`config.mk`:
```
export PLATFORM = sky130hd
export DESIGN_NAME = step_pulse_gen
export DESIGN_NICKNAME = d
export VERILOG_FILES = /design/src/rtl/step_pulse_gen.sv
export SDC_FILE = /design/constraint.sdc
export NUM_CORES = 1
export LEC_CHECK = 0
export ABC_AREA = 1
export CAP_MARGIN = 20
export CORE_UTILIZATION = 62
export CTS_CLUSTER_DIAMETER = 50
export DETAILED_ROUTE_END_ITERATION = 8
export PLACE_DENSITY = 0.83
export SYNTH_ARGS = -nofsm -noshare
export SYNTH_HDL_FRONTEND = slang
export SYNTH_SLANG_ARGS = --single-unit
```
`constraint.sdc`:
```
create_clock -name clk_2 -period 3.4 [get_ports clk_2]
set_clock_uncertainty 0.1 [all_clocks]
set_input_delay 1.02 -clock clk_2 [delete_from_list [all_inputs] [get_ports clk_2]]
set_output_delay 1.02 -clock clk_2 [all_outputs]
set_load 0.01 [all_outputs]
```
`src/rtl/step_pulse_gen.sv`:
```
// rtl/step_pulse_gen.sv - debounced manual and periodic auto step pulse generator
// Produces single-cycle step pulses and keeps a wrapping 8-bit step count.
module step_pulse_gen #(
   parameter int unsigned DEBOUNCE_CYCLES = 4,
   parameter int unsigned AUTO_PERIOD     = 8
) (
   input  logic       clk_2,
   input  logic       reset,
   input  logic       btn_raw,
   input  logic       auto_en,
   output logic       step,
   output logic       level,
   output logic [7:0] step_count
);

   typedef enum logic [1:0] {
      ST_LOW       = 2'd0,
      ST_WAIT_HIGH = 2'd1,
      ST_HIGH      = 2'd2,
      ST_WAIT_LOW  = 2'd3
   } db_state_t;

   localparam logic [7:0]  DCNT_LAST = 8'(DEBOUNCE_CYCLES - 1);
   localparam logic [15:0] PCNT_LAST = 16'(AUTO_PERIOD - 1);

   logic        s1_q, s2_q;
   db_state_t   state_q, state_d;
   logic [7:0]  dcnt_q, dcnt_d;
   logic [15:0] pcnt_q, pcnt_d;
   logic        step_q, step_d;
   logic        level_q, level_d;
   logic [7:0]  count_q, count_d;
   logic        manual_tick, auto_tick;

   always_ff @(posedge clk_2) begin
      if (reset) begin
         s1_q    <= 1'b0;
         s2_q    <= 1'b0;
         state_q <= ST_LOW;
         dcnt_q  <= 8'd0;
         pcnt_q  <= 16'd0;
         step_q  <= 1'b0;
         level_q <= 1'b0;
         count_q <= 8'd0;
      end else begin
         s1_q    <= btn_raw;
         s2_q    <= s1_q;
         state_q <= state_d;
         dcnt_q  <= dcnt_d;
         pcnt_q  <= pcnt_d;
         step_q  <= step_d;
         level_q <= level_d;
         count_q <= count_d;
      end
   end

   always_comb begin
      state_d = state_q;
      dcnt_d  = dcnt_q;
      case (state_q)
         ST_LOW: begin
            if (s2_q) begin
               state_d = ST_WAIT_HIGH;
               dcnt_d  = 8'd1;
            end
         end
         ST_WAIT_HIGH: begin
            if (!s2_q) begin
               state_d = ST_LOW;
               dcnt_d  = 8'd0;
            end else if (dcnt_q == DCNT_LAST) begin
               state_d = ST_HIGH;
               dcnt_d  = 8'd0;
            end else begin
               dcnt_d  = dcnt_q + 8'd1;
            end
         end
         ST_HIGH: begin
            if (!s2_q) begin
               state_d = ST_WAIT_LOW;
               dcnt_d  = 8'd1;
            end
         end
         ST_WAIT_LOW: begin
            if (s2_q) begin
               state_d = ST_HIGH;
               dcnt_d  = 8'd0;
            end else if (dcnt_q == DCNT_LAST) begin
               state_d = ST_LOW;
               dcnt_d  = 8'd0;
            end else begin
               dcnt_d  = dcnt_q + 8'd1;
            end
         end
         default: begin
            state_d = ST_LOW;
            dcnt_d  = 8'd0;
         end
      endcase
   end

   // Only the accepted rising edge ticks; the falling side is silent.
   always_comb begin
      level_d     = (state_d == ST_HIGH) || (state_d == ST_WAIT_LOW);
      manual_tick = (state_q == ST_WAIT_HIGH) && (state_d == ST_HIGH);
   end

   always_comb begin
      pcnt_d    = 16'd0;
      auto_tick = 1'b0;
      if (auto_en) begin
         if (pcnt_q == PCNT_LAST) begin
            auto_tick = 1'b1;
         end else begin
            pcnt_d = pcnt_q + 16'd1;
         end
      end
   end

   always_comb begin
      step_d  = manual_tick | auto_tick;
      count_d = count_q + {7'd0, step_d};
   end

   assign step       = step_q;
   assign level      = level_q;
   assign step_count = count_q;

endmodule

```
### Word level (Yosys, flattened, before mapping)

Cells that the tools add are included.

* register bits: 38
* output and inout port bits: 10
* word-level logic and storage cells: 42

* add/subtract/negate cells: 3
* equality and inequality tests: 9
* muxes and demuxes: 15
* bitwise logic cells: 2
* reductions and logical operators: 5

Operators by type and width (number)
* 8-bit two-way mux: 5
* 8-bit case mux with 4 select lines: 1
* 16-bit by 1-bit adder with 16-bit output (second input constant): 1
* 16-bit by 3-bit == test with 1-bit output (second input constant): 1
* 2-bit two-way mux: 6
* 8-bit by 1-bit adder with 8-bit output: 1
* 8-bit by 1-bit adder with 8-bit output (second input constant): 1
* 2-bit == test (second input constant): 4
* 8-bit by 2-bit == test with 1-bit output (second input constant): 1
* 2-bit case mux with 4 select lines: 1
* 2-bit != test (second input constant): 2
* 3-bit OR reduction: 1
* 2-bit by 1-bit == test with 1-bit output (second input constant): 1
* 2-bit zero test: 1
* 1-bit two-way mux: 2
* 2-bit AND reduction: 1
* 1-bit logical AND: 1
* 1-bit logical OR: 1
* 1-bit inverter: 1
* 1-bit OR: 1

### Longest topological paths before layout

* word-level depth: 8
* mapped depth: 13

### Least setup slack after synthesis

No wires, ideal clock.

* path type: input port to flip-flop
* from: input port auto_en
* to: register count_q[4] (netlist: step_count[4])
* library setup time: 128 ps
* arrival: 1874 ps
* required time: 3172 ps
* setup slack: 1299 ps
* stages: 9
* path buffers: 0
* path through: nand3_1 nand2_1 ha_1 ha_1 nand2_1 inv_1 nand2_1 xor2_1 nor2_1

* longest elaborated chain between the ends: 3

Ends and longest elaborated chain
* start, declared: line 10 `input logic auto_en,`
* 1-bit two-way mux: line 111 `if (auto_en) begin`
* 1-bit OR: line 121 `step_d = manual_tick | auto_tick;`
* net step_d: line 30 `logic step_q, step_d;`
* 8-bit by 1-bit adder with 8-bit output: line 122 `count_d = count_q + {7'd0, step_d};`
* end signal, assigned: line 53 `count_q <= count_d;`
* end, declared: line 32 `logic [7:0] count_q, count_d;`

The timed path passes the listed nets, and every way through them passes these cells.
A chain may end at the register's enable or synchronous reset.

### Worst setup path after layout

* from: register count_q[2] (netlist: step_count[2])
* to: output port step_count[2]

RTL lines
* end, declared: line 13 `output logic [7:0] step_count`

No word-level cell between the ends.

==> results.md <==
* Status: finished, final reports clean
* CTS hold repair buffers at 0
* Die Wd at 57 µm
* Overall die area at 0.00325 mm²
* Tmin final at 2.42 ns
* Layout cell share with drive strength beyond 1 at 9.06%
* CTS tree: yes
* Pin count of the biggest net entering global routing at 17
* DRT antenna net count at 0
* Gp weighted congestion at 0.822
* WHS at 0.314 ns
* Register Area at 761 µm²
* Synth top area cells: dfxtp_1 (41%), nand2_1 (13%), nor2_1 (7.8%)
* Overall Global Routing Usage at 24.0%
* LEAKAGE at 0.000733 µW
* Crit start category: register
* Clock Pin Slew Worst Setup and Hold Paths at 0.11 ns
* Top Family by Delay on Critical Path: buffers and inverters
* IO buf count at 13
* Top Ports at 14
* Cell Pwr Density at 348 mW/mm²
* Yosys cell types at 25
* Hold Path Class: reg -> reg
* #FFs+latches synth at 38
* Commonest non-fill, non-tap cell in the layout: nand2_1
* Via density at 5.27
* Sum of negative setup slack at 0 ns
* Final Net Count at 294
* Highest-count cells in the layout ignoring fill and taps: nand2_1 (64), nor2_1 (39), dfxtp_1 (38), inv_1 (36), a21oi_1 (19)
* Final period utilization at 71.3%
* Max-slew violations at 0
* Starting Density at 66.9%
* Vias at 1676
* Avg Cell Area, Syn at 6.97 µm²
* Hpwl dp at 2480 µm
* Wirelength per Cell at 10.9 µm
* Unrepaired setup endpoints after global routing: false
* Vias in the first global route at 1422
* Seq/Total Area, Yosys at 40.6%
* Max Cap Viol at 0
* Pwr Total at 726 µW
* Clock Path Buffers at 2
* Depth of the CTS H-tree at 2
* Synthesis Warnings at 0
* Syn-to-layout area delta at 11.2%
* Post-synthesis net count at 277
* CP Class: reg -> out
* Rows at 19
* Fmax at 413 MHz
* Final hold viol count at 0
* CP arrival at 1.30 ns
* Clock Root Buffer: clkbuf_4
* First-pass GRT wire length at 6030 µm
* Core area at 0.00281 mm²
* CP endpoint kind: output pin
* Clock Latency Late Sink at 0.35 ns
* CTS resizes at 0
* Detailed-route wire length at 3480 µm
* Grt ovf at 0
* First-pass DRT Iterations at 4
* Data required time of the critical path at 2.28 ns
* Num CTS Buffers at 5
* Crit-path max cell delay at 0.56 ns
* Layout Utilization at 74.4%
* Final Setup Violations at 0
* Die Y at 57 µm
* CP max FO at 4
* Area leader, netlist: dfxtp_1
* Worst path slowest cell: clkdlybuf4s50_1
* N_diodes at 0
* Fillers at 236
* Top-area cell type share of the netlist area at 40.6%
* Relative slew slack at 76.9%
* WP buf/inv at 1
* Slew @ Worst Pin at 0.344 ns
* Peak VDD IR at 0.000333 V
* Multi-input gate area at 942 µm²
* Clock Sinks at 38
* Worst-path cell chain: clkdlybuf4s50_1
* Cell Area, Synth at 0.00188 mm²
* Initial DRC Count at 75
* Mapped Cells at 269
* Post-CTS setup repair buffer count at 0
* Initial antenna violation count at 0
* Post-route DRC at 0
Yosys cell counts:
cell / number
nor2_1: 39
a21oi_2: 1
nor2_2: 3
nand2_4: 1
nand2_2: 4
clkbuf_1: 2
a21oi_1: 19
inv_1: 36
xnor2_1: 1
o21ai_0: 8
nand4_1: 9
buf_6: 2
nor3_2: 2
inv_2: 1
nor3b_1: 1
ha_1: 4
nand3_2: 1
nand3_1: 18
nor2_4: 4
clkinv_1: 1
nand2_1: 64
o21ai_1: 1
nor3_1: 4
dfxtp_1: 38
xor2_1: 5
final timing paths:
| kind | start | endpoint | slack [ns] | cells after the start |
|---|---|---|---|---|
| setup / recovery | step_count[2]$_SDFF_PP0_ | step_count[2] | 0.98 | 1 |
| hold / removal | s1_q$_SDFF_PP0_ | s2_q$_SDFF_PP0_ | 0.31 | 2 |
| setup reg to reg | dcnt_q[0]$_SDFFE_PP0P_ | step_count[6]$_SDFF_PP0_ | 1.14 | 11 |
| hold reg to reg | s1_q$_SDFF_PP0_ | s2_q$_SDFF_PP0_ | 0.31 | 2 |
flip-flops by register name, summed over array words and instances, names as in the netlist:
register,cells
dcnt_q,8
level,1
pcnt_q,16
s1_q,1
s2_q,1
state_q,2
step,1
step_count,8
kinds of logic (layout without fill, tap and decap cells):
| kind of cell | after synthesis | after routing | share of synthesized area (%) |
|---|---|---|---|
| simple gates | 150 | 150 | 36.8 |
| buf+inv | 42 | 60 | 9.21 |
| flops | 38 | 38 | 40.6 |
| compound gates | 29 | 29 | 7.94 |
| xor+xnor | 6 | 6 | 2.80 |
| fa+ha+maj | 4 | 4 | 2.67 |
where the power goes:
part	switching, µW	leakage (µW)	internal [µW]
Sequential	2.79	0.000307	448
Combinational	14.8	0.000392	8.03
Clock	153	0.0000343	99.4
Total	170	0.000733	556
routing by layer:
metal	track usage (%)	part of all wire (%)
met5	0	0
met4	8.01	1.4
met3	6.80	4.9
met2	36.1	44
met1	33.4	49
metrics by stage:
step / worst slack, ns / instances / cell area [µm²]
3_3_place_gp: 0.722 / 310 / 2020
5_1_grt: 0.764 / 318 / 2090
3_5_place_dp: 0.691 / 310 / 2020
6_report: 0.976 / 318 / 2090
2_1_floorplan: 1.30 / 269 / 1880
4_1_cts: 0.966 / 318 / 2090
layout make-up:
class | instances | area share [%]
Sequential cell | 38 | 36.5
Tap cell | 31 | 1.86
Timing Repair Buffer | 14 | 6.60
Multi-Input combinational cell | 189 | 45.2
Inverter | 38 | 6.84
Clock inverter | 2 | 0.600
Clock buffer | 6 | 2.46
Note: power is estimated with default switching activity, not from simulation.
